===== src/rtl/seg_scan_mux_pkg.sv =====
// Shared definitions for the display path: blank/zero segment patterns,
// scan FSM state encoding, digit count and the seven-segment decode table
// used by upstream stages and benches.
package seg_scan_mux_pkg;

  localparam logic [7:0] SEG_BLANK = 8'hFF;
  localparam logic [7:0] SEG_ZERO  = 8'hC0;
  localparam int         NDIG      = 4;

  typedef enum logic {
    BLANK = 1'b0,
    SHOW  = 1'b1
  } scan_state_e;

  // Active-low common-anode patterns, bit7=dp ... bit0=a.
  function automatic logic [7:0] seg7_decode(input logic [3:0] val);
    logic [7:0] pat;
    case (val)
      4'd0:    pat = 8'hC0;
      4'd1:    pat = 8'hF9;
      4'd2:    pat = 8'hA4;
      4'd3:    pat = 8'hB0;
      4'd4:    pat = 8'h99;
      4'd5:    pat = 8'h92;
      4'd6:    pat = 8'h82;
      4'd7:    pat = 8'hF8;
      4'd8:    pat = 8'h80;
      4'd9:    pat = 8'h90;
      default: pat = SEG_BLANK;
    endcase
    return pat;
  endfunction

endpackage


===== src/rtl/seg_scan_mux.sv =====
// Four-digit seven-segment scan multiplexer.
//
//   state | meaning
//   BLANK | all anodes off for BLANK_CYC cycles before the next digit
//   SHOW  | digit idx driven on the shared bus for SCAN_DIV cycles
//
// Ports:
//   clock       system clock, rising edge
//   rst         synchronous active-high reset
//   dig0..dig3  active-low segment patterns, digit 0 leftmost
//   lzb_en      hide digit 0 when it shows "0"
//   seg_out     shared segment bus, active-low
//   an_out      one-hot active-low anode select
//   frame_tick  one-cycle pulse after the last SHOW cycle of digit 3
module seg_scan_mux #(
  parameter int SCAN_DIV  = 50000,
  parameter int BLANK_CYC = 500
) (
  input  logic       clock,
  input  logic       rst,
  input  logic [7:0] dig0,
  input  logic [7:0] dig1,
  input  logic [7:0] dig2,
  input  logic [7:0] dig3,
  input  logic       lzb_en,
  output logic [7:0] seg_out,
  output logic [3:0] an_out,
  output logic       frame_tick
);

  import seg_scan_mux_pkg::*;

  localparam int TMAX    = (SCAN_DIV > BLANK_CYC) ? SCAN_DIV : BLANK_CYC;
  localparam int TW      = $clog2(TMAX + 1);
  localparam bit HAS_GAP = (BLANK_CYC > 0);

  localparam logic [TW-1:0] SHOW_LAST  = TW'(SCAN_DIV - 1);
  localparam logic [TW-1:0] BLANK_LAST = HAS_GAP ? TW'(BLANK_CYC - 1) : '0;

  scan_state_e   state;
  logic [1:0]    idx;
  logic [TW-1:0] timer;
  logic [7:0]    snap [NDIG];
  logic          snap_lzb;

  logic [7:0] din [NDIG];
  logic [7:0] cur [NDIG];
  logic       cur_lzb;
  logic       load;
  logic       show_end;
  logic [1:0] idx_nxt;
  logic [1:0] show_idx;
  logic [7:0] seg_sel;

  // The snapshot is taken at the first cycle of a frame. The digit about to
  // be lit reads through 'cur', so a snapshot taken on the same edge that
  // lights digit 0 (BLANK_CYC of 0 or 1) still shows the fresh value.
  always_comb begin
    din[0]   = dig0;
    din[1]   = dig1;
    din[2]   = dig2;
    din[3]   = dig3;
    show_end = (state == SHOW) && (timer == SHOW_LAST);
    idx_nxt  = idx + 2'd1;
    load     = ((state == BLANK) && (idx == 2'd0) && (timer == '0)) ||
               (!HAS_GAP && show_end && (idx == 2'd3));
    for (int i = 0; i < NDIG; i++) begin
      cur[i] = load ? din[i] : snap[i];
    end
    cur_lzb  = load ? lzb_en : snap_lzb;
    // Leaving BLANK lights the current idx; SHOW->SHOW lights the next one.
    show_idx = (state == BLANK) ? idx : idx_nxt;
    seg_sel  = cur[show_idx];
    if ((show_idx == 2'd0) && cur_lzb && (cur[0] == SEG_ZERO)) begin
      seg_sel = SEG_BLANK;
    end
  end

  always_ff @(posedge clock) begin
    if (rst) begin
      state      <= BLANK;
      idx        <= 2'd0;
      timer      <= '0;
      seg_out    <= SEG_BLANK;
      an_out     <= 4'hF;
      frame_tick <= 1'b0;
      snap_lzb   <= 1'b0;
      for (int i = 0; i < NDIG; i++) begin
        snap[i] <= SEG_BLANK;
      end
    end else begin
      frame_tick <= show_end && (idx == 2'd3);
      if (load) begin
        snap_lzb <= lzb_en;
        for (int i = 0; i < NDIG; i++) begin
          snap[i] <= din[i];
        end
      end
      case (state)
        BLANK: begin
          if (!HAS_GAP || (timer == BLANK_LAST)) begin
            state   <= SHOW;
            timer   <= '0;
            an_out  <= ~(4'b0001 << idx);
            seg_out <= seg_sel;
          end else begin
            timer <= timer + TW'(1);
          end
        end
        SHOW: begin
          if (show_end) begin
            idx   <= idx_nxt;
            timer <= '0;
            if (HAS_GAP) begin
              state   <= BLANK;
              an_out  <= 4'hF;
              seg_out <= SEG_BLANK;
            end else begin
              // Single-edge anode hand-over: one bit rises as the next falls.
              an_out  <= ~(4'b0001 << idx_nxt);
              seg_out <= seg_sel;
            end
          end else begin
            timer <= timer + TW'(1);
          end
        end
        default: begin
          state <= BLANK;
          timer <= '0;
        end
      endcase
    end
  end

endmodule


===== config.mk =====
export PLATFORM = sky130hd
export DESIGN_NAME = seg_scan_mux
export DESIGN_NICKNAME = d
export VERILOG_FILES = /design/src/rtl/seg_scan_mux_pkg.sv /design/src/rtl/seg_scan_mux.sv
export SDC_FILE = /design/constraint.sdc
export NUM_CORES = 1
export LEC_CHECK = 0
export CAP_MARGIN = 15
export CORE_MARGIN = 2
export CORE_UTILIZATION = 25
export DETAILED_ROUTE_END_ITERATION = 10
export GPL_ROUTABILITY_DRIVEN = 1
export GPL_TIMING_DRIVEN = 0
export PLACE_DENSITY = 0.45
export SYNTH_ARGS = -nofsm -noshare
export SYNTH_HDL_FRONTEND = slang
export SYNTH_SLANG_ARGS = --single-unit
export TNS_END_PERCENT = 30

===== constraint.sdc =====
create_clock -name clock -period 3.1 [get_ports clock]
set_clock_uncertainty 0.2 [all_clocks]
set_input_delay 0.62 -clock clock [delete_from_list [all_inputs] [get_ports clock]]
set_output_delay 0.62 -clock clock [all_outputs]
set_load 0.05 [all_outputs]

Word level (Yosys, flattened, before mapping)
Memories as Yosys holds them, arrays and structs flattened.
Cells that the tools add are included.

word-level totals
  register bits after elaboration = 33
  memory bits (writable) = 32
  output and inout bits = 13
  word-level logic and storage cells = 67
  memories kept = 1

memories
  memory  depth  bits a word  rd ports  clocked after memory_dff  wr ports  RTL line            source
  snap    4      8            4         0                         4         seg_scan_mux.sv:43  logic [7:0] snap [NDIG];

cells by class
  $add $sub $neg = 2
  order comparisons = 1
  eq/ne operators = 6
  shift operators = 1
  multiplexer cells = 31
  bitwise logic cells = 7
  reduce and logical (&&, ||, !) cells = 11

operators by type and width
  kind                   number
  $mux 8                 13
  $mux 16                2
  $pmux 16 s2            1
  $add 16x1->16 const B  1
  $bmux 8 s2             1
  $eq 16x16->1 const B   1
  $eq 16x9->1 const B    1
  $logic_not 16->1       1
  $pmux 8 s2             1
  $eq 8x8->1 const B     1
  $mux 1                 8
  $mux 4                 2
  $pmux 4 s2             1
  $logic_and 1x1->1      6
  $logic_not 2->1        2
  $ne 2x1->1 const B     2
  $not 4->4              1
  $or 1x1->1             4
  $reduce_and 2->1       2
  $shl 1x2->4 const A    1
  $ge 3x3->1 const B     1
  $not 2->3              1
  $add 2x1->2 const B    1
  $eq 2x2->1 const B     1
  3 further kinds        3

Depth between registers and ports, before layout
Gate-level depths: netlist of run 1.

  word-level depth = 10
  depth in mapped cells = 9

Worst setup path after synthesis of run 1
No wires, ideal clock.

  kind = reg2reg
  start point = register idx[0]
  end point = memory snap[0][0], enable pin
  arrival = 2165 ps
  slack = 341 ps
  stages on the path, launching flop included = 8
  path through = dfxtp_1 inv_1 ha_1 nor4bb_1 and3_1 nand2_1 buf_2 nand2b_1

RTL lines
  element                 RTL line             source
  start, declared         seg_scan_mux.sv:41   logic [1:0] idx;
  start signal, assigned  seg_scan_mux.sv:112  idx <= idx_nxt;
  end, declared           seg_scan_mux.sv:43

Worst setup path in the final report of run 1
  start point = register idx[0]
  end point = register seg_out[2]

between the ends
  elaborated cells on any way between the ends = 21

RTL lines
  element                                    RTL line             source
  $add 2x1->2 (*)                            seg_scan_mux.sv:64   idx_nxt = idx + 2'd1;
  net idx_nxt[0]                             seg_scan_mux.sv:51   logic [1:0] idx_nxt;
  $mux 2 (*)                                 seg_scan_mux.sv:72   show_idx = (state == BLANK) ? idx : idx_nxt;
  $not 2->3 (not written as such)            seg_scan_mux.sv:73   seg_sel = cur[show_idx];
  $bmux 8 s2                                 seg_scan_mux.sv:73
  $mux 8 (not written as such) (2 in a row)  seg_scan_mux.sv:73
  $mux 8 (*)                                 seg_scan_mux.sv:74   if ((show_idx == 2'd0) && cur_lzb && (cur[0] == SEG_ZERO)) begin
  $mux 8 (*)                                 seg_scan_mux.sv:101  if (!HAS_GAP || (timer == BLANK_LAST)) begin
  $pmux 8 s2 (*)                             seg_scan_mux.sv:99   case (state)
  end signal, assigned                       seg_scan_mux.sv:105  seg_out <= seg_sel;
  end signal, assigned                       seg_scan_mux.sv:121  seg_out <= seg_sel;
  end, declared                              seg_scan_mux.sv:26   output logic [7:0] seg_out,

Mark *: on every way through the listed nets, which the timed path passes. The rest lies on a longest branch. The select of a mux whose other input is x is not followed.
A chain may end at the register's enable or synchronous reset.

==> results of run 1 <==
[kinds of logic (layout without fill, tap and decap cells)]
kind of cell	Yosys count	in the layout	share of synthesized area
flops	65	65	0.493
xor+xnor	16	16	0.0426
mux	26	26	0.125
compound gates	26	26	0.0636
simple gates	113	113	0.212
buf+inv	22	85	0.0400
fa+ha+maj	6	6	0.0228
[worst paths after layout]
| path | cells after the start | from | endpoint |
|---|---|---|---|
| hold / removal | 2 | snap_lzb$_SDFF_PP0_ | snap_lzb$_SDFF_PP0_ |
| hold reg to reg | 2 | snap_lzb$_SDFF_PP0_ | snap_lzb$_SDFF_PP0_ |
| setup / recovery | 7 | idx[0]$_SDFFE_PP0P_ | seg_out[2]$_SDFFE_PP1P_ |
| setup reg to reg | 7 | idx[0]$_SDFFE_PP0P_ | seg_out[2]$_SDFFE_PP1P_ |
[state kept, by name, indices dropped and copies added (netlist names)]
| name | cells |
|---|---|
| an_out | 4 |
| frame_tick | 1 |
| idx | 2 |
| seg_out | 8 |
| snap | 32 |
| snap_lzb | 1 |
| state | 1 |
| timer | 16 |
[final cells by class]
class,count,area (um2)
Buffer,17,113
Clock buffer,15,299
Clock inverter,1,6.26
Fill cell,1331,8430
Inverter,5,18.8
Multi-Input combinational cell,187,1550
Sequential cell,65,1620
Tap cell,172,215
Timing Repair Buffer,47,470
[power by group]
group          total [mW]  internal [mW]  switching (mW)
registers           0.961          0.946          0.0143
clock network        1.01          0.657           0.357
logic               0.223          0.102           0.120
total                2.20           1.71           0.491
[layer usage]
layer  GRT usage  vias to the layer above
met1       0.183                     1147
li1            -                     1143
met2       0.192                       47
met3      0.0270                       11
met4      0.0551                        0
met5           0                        -
[per-stage QoR]
| stage | hold slack [ns] | util | power (mW) |
|---|---|---|---|
| after floorplan | 0.232 | - | 1.09 |
| after global placement | 0.245 | 0.312 | 1.20 |
| after detailed placement | 0.251 | 0.312 | 1.20 |
| after CTS | 0.258 | 0.337 | 2.22 |
| after global routing | 0.296 | 0.337 | 2.28 |
| final | 0.260 | 0.337 | 2.20 |
[what timing repair did]
action	4_1_cts	5_1_grt
gates resized for setup	1	1
cloned	0	0
setup endpoints to repair	4	32
[tightest hold or removal path, cell delays in order (launching register included)]
cell                      delay (ns)
sky130_fd_sc_hd__dfxtp_1        0.31
sky130_fd_sc_hd__nand2_1        0.05
sky130_fd_sc_hd__a21oi_1        0.05
[placed cells by master (no fill, tap or decap), types with 8 or more instances in the layout]
cell / instances
sky130_fd_sc_hd__clkdlybuf4s50_1: 47
sky130_fd_sc_hd__mux2i_1: 12
sky130_fd_sc_hd__edfxtp_1: 32
sky130_fd_sc_hd__dfxtp_1: 33
sky130_fd_sc_hd__nor2_1: 20
sky130_fd_sc_hd__xor2_1: 8
sky130_fd_sc_hd__xnor2_1: 8
sky130_fd_sc_hd__nand3_1: 9
sky130_fd_sc_hd__mux4_2: 12
sky130_fd_sc_hd__a2bb2oi_1: 10
sky130_fd_sc_hd__or3_1: 34
sky130_fd_sc_hd__nand2_1: 13
sky130_fd_sc_hd__clkbuf_16: 10
sky130_fd_sc_hd__clkbuf_1: 10
[Yosys cell counts, types with 3 or more instances]
cell type and number:
sky130_fd_sc_hd__a2bb2oi_1 10, sky130_fd_sc_hd__mux2i_1 13, sky130_fd_sc_hd__and3_1 4, sky130_fd_sc_hd__inv_1 5, sky130_fd_sc_hd__nand2_1 13, sky130_fd_sc_hd__nand3_1 9, sky130_fd_sc_hd__nor3_1 3, sky130_fd_sc_hd__ha_1 6
sky130_fd_sc_hd__xnor2_1 8, sky130_fd_sc_hd__xor2_1 8, sky130_fd_sc_hd__or3_1 34, sky130_fd_sc_hd__buf_2 3, sky130_fd_sc_hd__dfxtp_1 33, sky130_fd_sc_hd__edfxtp_1 32, sky130_fd_sc_hd__nor2_2 5, sky130_fd_sc_hd__nor4_4 3
sky130_fd_sc_hd__nor2_1 20, sky130_fd_sc_hd__clkbuf_1 8, sky130_fd_sc_hd__buf_6 4, sky130_fd_sc_hd__mux4_2 12
==> results.cfg, run 1 <==
[placement]
dpl.hpwl_um = 6320
setup_slack_placement_ns = -0.0703
io_buffer_count = 47
routabilityCongestion = 0.741
placedCellCount = 493
dpl_cell_area_um2 = 3980

[sta]
final_min_period_over_clock_period = 0.927
highest_attainable_clock_frequency_ghz = 0.348
timing.final.hold_violations = 0
setup_repair_after_global_routing_missed_its_margin = false
report.final.slew_viol_count = 0
worst_slew_pin_slew_ns = 0.677
final.setup.tns_ns = 0
finalSetupViolCount = 0
min_period_ns = 2.87
timing.final.ws_setup_ns = 0.226
slew_headroom = 0.540

[critical_path]
critical_path_buf_inv_count = 2
critical_path_arrival_ns = 2.87
critical_path_peak_fanout = 10
critPathMaxStageDelay_ns = 0.57
critPathSlowestCell = sky130_fd_sc_hd__mux2i_2
critical_path.startpoint_type = flop
path_class = reg -> reg
timing.reg2reg.setup_slack_ns = 0.23
cell_type_group_with_the_largest_total_delay_on_the_critical_path = multiplexers
setup.worst_path.end_class = flop
path_cells = inv_1, ha_1, mux2i_2, buf_4, mux4_2, mux2i_1, a2bb2oi_1
crit_required_ns = 3.10

[detailed_routing]
route.top_layer_used = met4
drt-total-wl_um = 8700
drt_iter0_markers = 169
post_drt_via_cell_ratio = 4.61
drc = 0
post_drt_wl_per_cell_um = 17.1
met3_wirelength_from_detailed_routing_um = 296
wl_met2_um = 3900
via_count = 2348
count_of_tritonroute_iterations_in_the_first_routing_pass = 4
antenna_violating_nets_left = 0
met1Wirelength_um = 4330

[clock_network]
clock_sinks = 65
cts_hold_repair.buffers = 0
worst_skew_pair.late_latency_ns = 0.32
cts_tree = done
clk_pin_slew_worst_paths_ns = 0.06
postCtsSetupRepairBufs = 0
number_of_buffers_created_by_cts = 9
cts.path.max_buffers = 2
cts_root_buffer = sky130_fd_sc_hd__clkbuf_16
ctsHtreeMaxLevel = 3

[floorplan]
dieArea_um2 = 14100
design.portCount = 48
chipHeight_um = 119
die_width_um = 119
fp-row-count = 41
floorplan.initialDensity = 0.258
core_um2 = 12700

[finish]
finish.instance_area_um2 = 4290
final_nets = 373
post_route_cells_drive_above_1_share = 0.154
num_antenna_cells = 0
non_filler_cells_final = 509
area_growth_syn_to_layout_pct = 30.5

[grt]
number_of_antenna_violations_at_the_first_check_in_global_routing = 0
global_route_total_usage_across_every_layer = 0.130
grt_start_max_net_pins = 33
globalRoute.totalOverflow = 0
grt_pass1_vias = 2476
grt_first_pass_wirelength_um = 13900

[synth]
synthesis.nets = 315
post_synth.cell_area_avg_um2 = 12.0
ys_seq_area_frac = 0.493
postSynth.asyncResetShare = 0
yosys.area.top_type = sky130_fd_sc_hd__edfxtp_1
yosys.cell_types.count = 51
number_of_synthesis_warnings = 0
post_synth_main_area_contributors = sky130_fd_sc_hd__edfxtp_1, sky130_fd_sc_hd__dfxtp_1, sky130_fd_sc_hd__mux4_2
synth-edff-count = 32
synth_largest_type_area_fraction = 0.292
ys_flop_type = sky130_fd_sc_hd__dfxtp_1
postSynthRegisterBits = 65
post_synth_instance_area_um2 = 3290
netlist_instances = 274

[power_and_ir_drop]
powerDensity_nw_per_um2 = 512
ir_worst_vdd_uv = 279
leakage_nw = 1.47

[run_status]
status = finished, final reports clean

[min_path]
hold_path_class = reg -> reg

[job]
cap_viol_max_count = 0
Power figures use the tool's default switching activity.
==> run 2: changes to the inputs <==
--- a/config.mk
+++ b/config.mk
@@ -5,13 +5,14 @@
 export SDC_FILE = /design/constraint.sdc
 export NUM_CORES = 1
 export LEC_CHECK = 0
+export ABC_AREA = 1
 export CAP_MARGIN = 15
 export CORE_MARGIN = 2
 export CORE_UTILIZATION = 25
 export DETAILED_ROUTE_END_ITERATION = 10
 export GPL_ROUTABILITY_DRIVEN = 1
 export GPL_TIMING_DRIVEN = 0
-export PLACE_DENSITY = 0.45
+export PLACE_DENSITY = 0.44
 export SYNTH_ARGS = -nofsm -noshare
 export SYNTH_HDL_FRONTEND = slang
 export SYNTH_SLANG_ARGS = --single-unit
==> constraint.sdc (replaced) <==
create_clock -name clock -period 3.1 [get_ports clock]
set_clock_uncertainty 0.2 [all_clocks]
set_input_delay 0.93 -clock clock [delete_from_list [all_inputs] [get_ports clock]]
set_output_delay 0.93 -clock clock [all_outputs]
set_load 0.05 [all_outputs]
==> run 2 against run 1 <==
  * Synthesized cell count rose by 78%
  * Sequential power shrank 0.4%
  * Non-clock buffer count decreased by 1
  * Worst setup slack better by 0.15 ns
  * Highest routed layer unchanged
  * First-iteration DRC count shrank 6.5%
  * Combinational power is 44% higher
  * Clock power is 5% higher
  * Largest power group unchanged
  * Global-route usage rose by 0.56 points
==> results.cfg, run 2 <==
[run_status]
status = finished, final reports clean

[critical_path]
cpMostUsedCell = sky130_fd_sc_hd__clkbuf_1
worstReg2RegEnd = snap[2][3]$_SDFFCE_PN1P_
critical_path_peak_fanout = 32
critPathSlowestCell = sky130_fd_sc_hd__nand2_4
critPathMaxStageDelay_ns = 0.47
path_class = in -> reg
crit_required_ns = 2.88
setup.worst_path.end_class = flop
critical_path_arrival_ns = 2.51
path_cells = clkbuf_1, clkinv_1, clkbuf_1, nand2_4
critical_path_buf_inv_count = 3
cell_type_group_with_the_largest_total_delay_on_the_critical_path = buffers and inverters
timing.reg2reg.setup_slack_ns = 0.67
reg2regPathDepth = 10
critical_path.startpoint_type = primary input
critical_r2r_launch = idx[0]$_SDFFE_PP0P_

[finish]
area_growth_syn_to_layout_pct = 26.9
largest_register = snap
reg.largest.list = snap x32, timer x16, seg_out x8
post_route_cells_drive_above_1_share = 0.122
mostFrequentLayoutCell = sky130_fd_sc_hd__nand2_1
final_nets = 585
num_antenna_cells = 0
non_filler_cells_final = 733
layout.cells.most_common_list = sky130_fd_sc_hd__nand2_1, sky130_fd_sc_hd__inv_1, sky130_fd_sc_hd__nand3_1
largest_reg_flops = 32

[floorplan]
floorplan.initialDensity = 0.257
dieArea_um2 = 16100
fp-row-count = 44
core_um2 = 14600
die_width_um = 127
chipHeight_um = 127
design.portCount = 48

[sta]
min_period_ns = 2.73
hold-worst-slack_ns = 0.264
final_min_period_over_clock_period = 0.879
slew_headroom = 0.467
highest_attainable_clock_frequency_ghz = 0.367
timing.final.ws_setup_ns = 0.374
worst_slew_pin_slew_ns = 0.796
final.setup.tns_ns = 0
report.final.slew_viol_count = 0
timing.final.hold_violations = 0
finalSetupViolCount = 0
setup_repair_after_global_routing_missed_its_margin = false

[power_and_ir_drop]
powerDensity_nw_per_um2 = 489
comb_power_share = 0.137
leakage_nw = 2.07
sequentialPowerShare = 0.410
netSwitchingPower_uw = 581
total_power_mw = 2.34
ir_worst_vdd_uv = 231
p_int_mw = 1.76
pwr-share-clk = 0.453
sw_frac_of_total = 0.249

[synth]
ys_top_cells_by_count = sky130_fd_sc_hd__nand2_1, sky130_fd_sc_hd__inv_1, sky130_fd_sc_hd__nand3_1, sky130_fd_sc_hd__nor2_1, sky130_fd_sc_hd__dfxtp_1
cell_with_the_most_instances_after_synthesis = sky130_fd_sc_hd__nand2_1
number_of_synthesis_warnings = 0
netlist_instances = 487
synth-edff-count = 32
post_synth_instance_area_um2 = 3770
yosys.cell_types.count = 43
ys_seq_area_frac = 0.430
postSynth.asyncResetShare = 0
post_synth.cell_area_avg_um2 = 7.74
yosys.area.top_type = sky130_fd_sc_hd__edfxtp_1
postSynthRegisterBits = 65
synthesis.nets = 528
ys_flop_type = sky130_fd_sc_hd__dfxtp_1
synth_largest_type_area_fraction = 0.255
post_synth_main_area_contributors = sky130_fd_sc_hd__edfxtp_1, sky130_fd_sc_hd__dfxtp_1, sky130_fd_sc_hd__nand2_1

[detailed_routing]
drc = 0
post_drt_wl_per_cell_um = 14.1
via_count = 3270
antenna_violating_nets_left = 0
drt-total-wl_um = 10300
post_drt_via_cell_ratio = 4.46
count_of_tritonroute_iterations_in_the_first_routing_pass = 5
drt_iter0_markers = 158

[grt]
global_route_total_usage_across_every_layer = 0.135
globalRoute.totalOverflow = 0
number_of_antenna_violations_at_the_first_check_in_global_routing = 0
grt_pass1_vias = 3185
grt_first_pass_wirelength_um = 16500
grt_start_max_net_pins = 33

[clock_network]
postCtsSetupRepairBufs = 0
cts_tree = done
cts.path.max_buffers = 2
cts_repair_resize_count = 0
ctsHtreeMaxLevel = 3
clock_sinks = 65
number_of_buffers_created_by_cts = 9
cts_hold_repair.buffers = 0
clk_pin_slew_worst_paths_ns = 0.05
cts_root_buffer = sky130_fd_sc_hd__clkbuf_16
worst_skew_pair.late_latency_ns = 0.34

[min_path]
worst_hold_startpoint = timer[13]$_SDFF_PP0_
holdPathEnd = timer[13]$_SDFF_PP0_
min_path_cells = 2
hold_path_class = reg -> reg

[placement]
io_buffer_count = 46
setup_slack_placement_ns = -0.284
placedCellCount = 717
dpl.hpwl_um = 7780
routabilityCongestion = 0.857

[job]
cap_viol_max_count = 0
run 2: cell count changes in the layout (fill, tap and decap cells not counted), sizes merged, moves of 7 or more:
cell and change:
mux4 -12, o21ai +11, or3 -34, mux2i -13
nand3 +58, nor2 +41, nand4 +16, clkbuf -7
nand2 +88, inv +79, a21oi +26, a2bb2oi -10
run 2: routing by layer:
metal  routed length (um)  part of all wire  GRT usage  vias up
li1                     -                 -          -     1688
met1                 4860              0.47      0.166     1496
met2                 4730              0.46      0.220       68
met3                  436             0.042     0.0451       18
met4                  318             0.031     0.0549        0
met5                    0                 0          0        -
run 2: final cells by class:
| type | count | area [um2] |
|---|---|---|
| Timing Repair Buffer | 46 | 460 |
| Fill cell | 1563 | 9860 |
| Clock inverter | 5 | 51.3 |
| Inverter | 86 | 325 |
| Tap cell | 184 | 230 |
| Buffer | 17 | 140 |
| Multi-Input combinational cell | 319 | 1690 |
| Sequential cell | 65 | 1620 |
| Clock buffer | 11 | 264 |
run 2: how the worst max path moves through the flow:
| stage | start | endpoint | slack, ns | depth (start not counted) |
|---|---|---|---|---|
| finish | rst | snap[2][4]$_SDFFCE_PN1P_ | 0.37 | 4 |
| global route | rst | snap[2][4]$_SDFFCE_PN1P_ | 0.22 | 4 |
| CTS | rst | snap[2][4]$_SDFFCE_PN1P_ | 0.09 | 4 |
| detailed placement | rst | snap[2][0]$_SDFFCE_PN1P_ | -0.28 | 4 |
| global placement | rst | snap[3][0]$_SDFFCE_PN1P_ | -0.75 | 4 |
| floorplan | rst | snap[0][0]$_SDFFCE_PN1P_ | 0.20 | 4 |
run 2: worst register-to-register path: stages (launching register included):
cell and delay, ns:
sky130_fd_sc_hd__dfxtp_1 0.38, sky130_fd_sc_hd__inv_1 0.15, sky130_fd_sc_hd__ha_1 0.18, sky130_fd_sc_hd__nand2_2 0.10, sky130_fd_sc_hd__nor2_4 0.25, sky130_fd_sc_hd__nand3_4 0.12
sky130_fd_sc_hd__inv_1 0.09, sky130_fd_sc_hd__buf_4 0.16, sky130_fd_sc_hd__buf_4 0.20, sky130_fd_sc_hd__buf_4 0.21, sky130_fd_sc_hd__nand3_1 0.09
run 2: power by group through the flow:
| stage | Combinational (mW) | Sequential (mW) | Clock [mW] |
|---|---|---|---|
| floorplan | 0.209 | 0.973 | 0 |
| global placement | 0.322 | 0.976 | 0 |
| detailed placement | 0.324 | 0.976 | 0 |
| CTS | 0.325 | 0.958 | 1.10 |
| global route | 0.361 | 0.960 | 1.14 |
| finish | 0.321 | 0.957 | 1.06 |
run 2: kinds of logic after synthesis:
group / synth area share
xor+xnor: 0.0143
fa+ha+maj: 0.0199
buf+inv: 0.124
simple gates: 0.341
compound gates: 0.0714
flops: 0.430
run 2: through the flow:
stage / cell area [um2] / utilization
final: 4780 / 0.327
after global routing: 4780 / 0.327
after CTS: 4780 / 0.326
after detailed placement: 4460 / 0.305
after global placement: 4460 / 0.305
after floorplan: 3770 / -
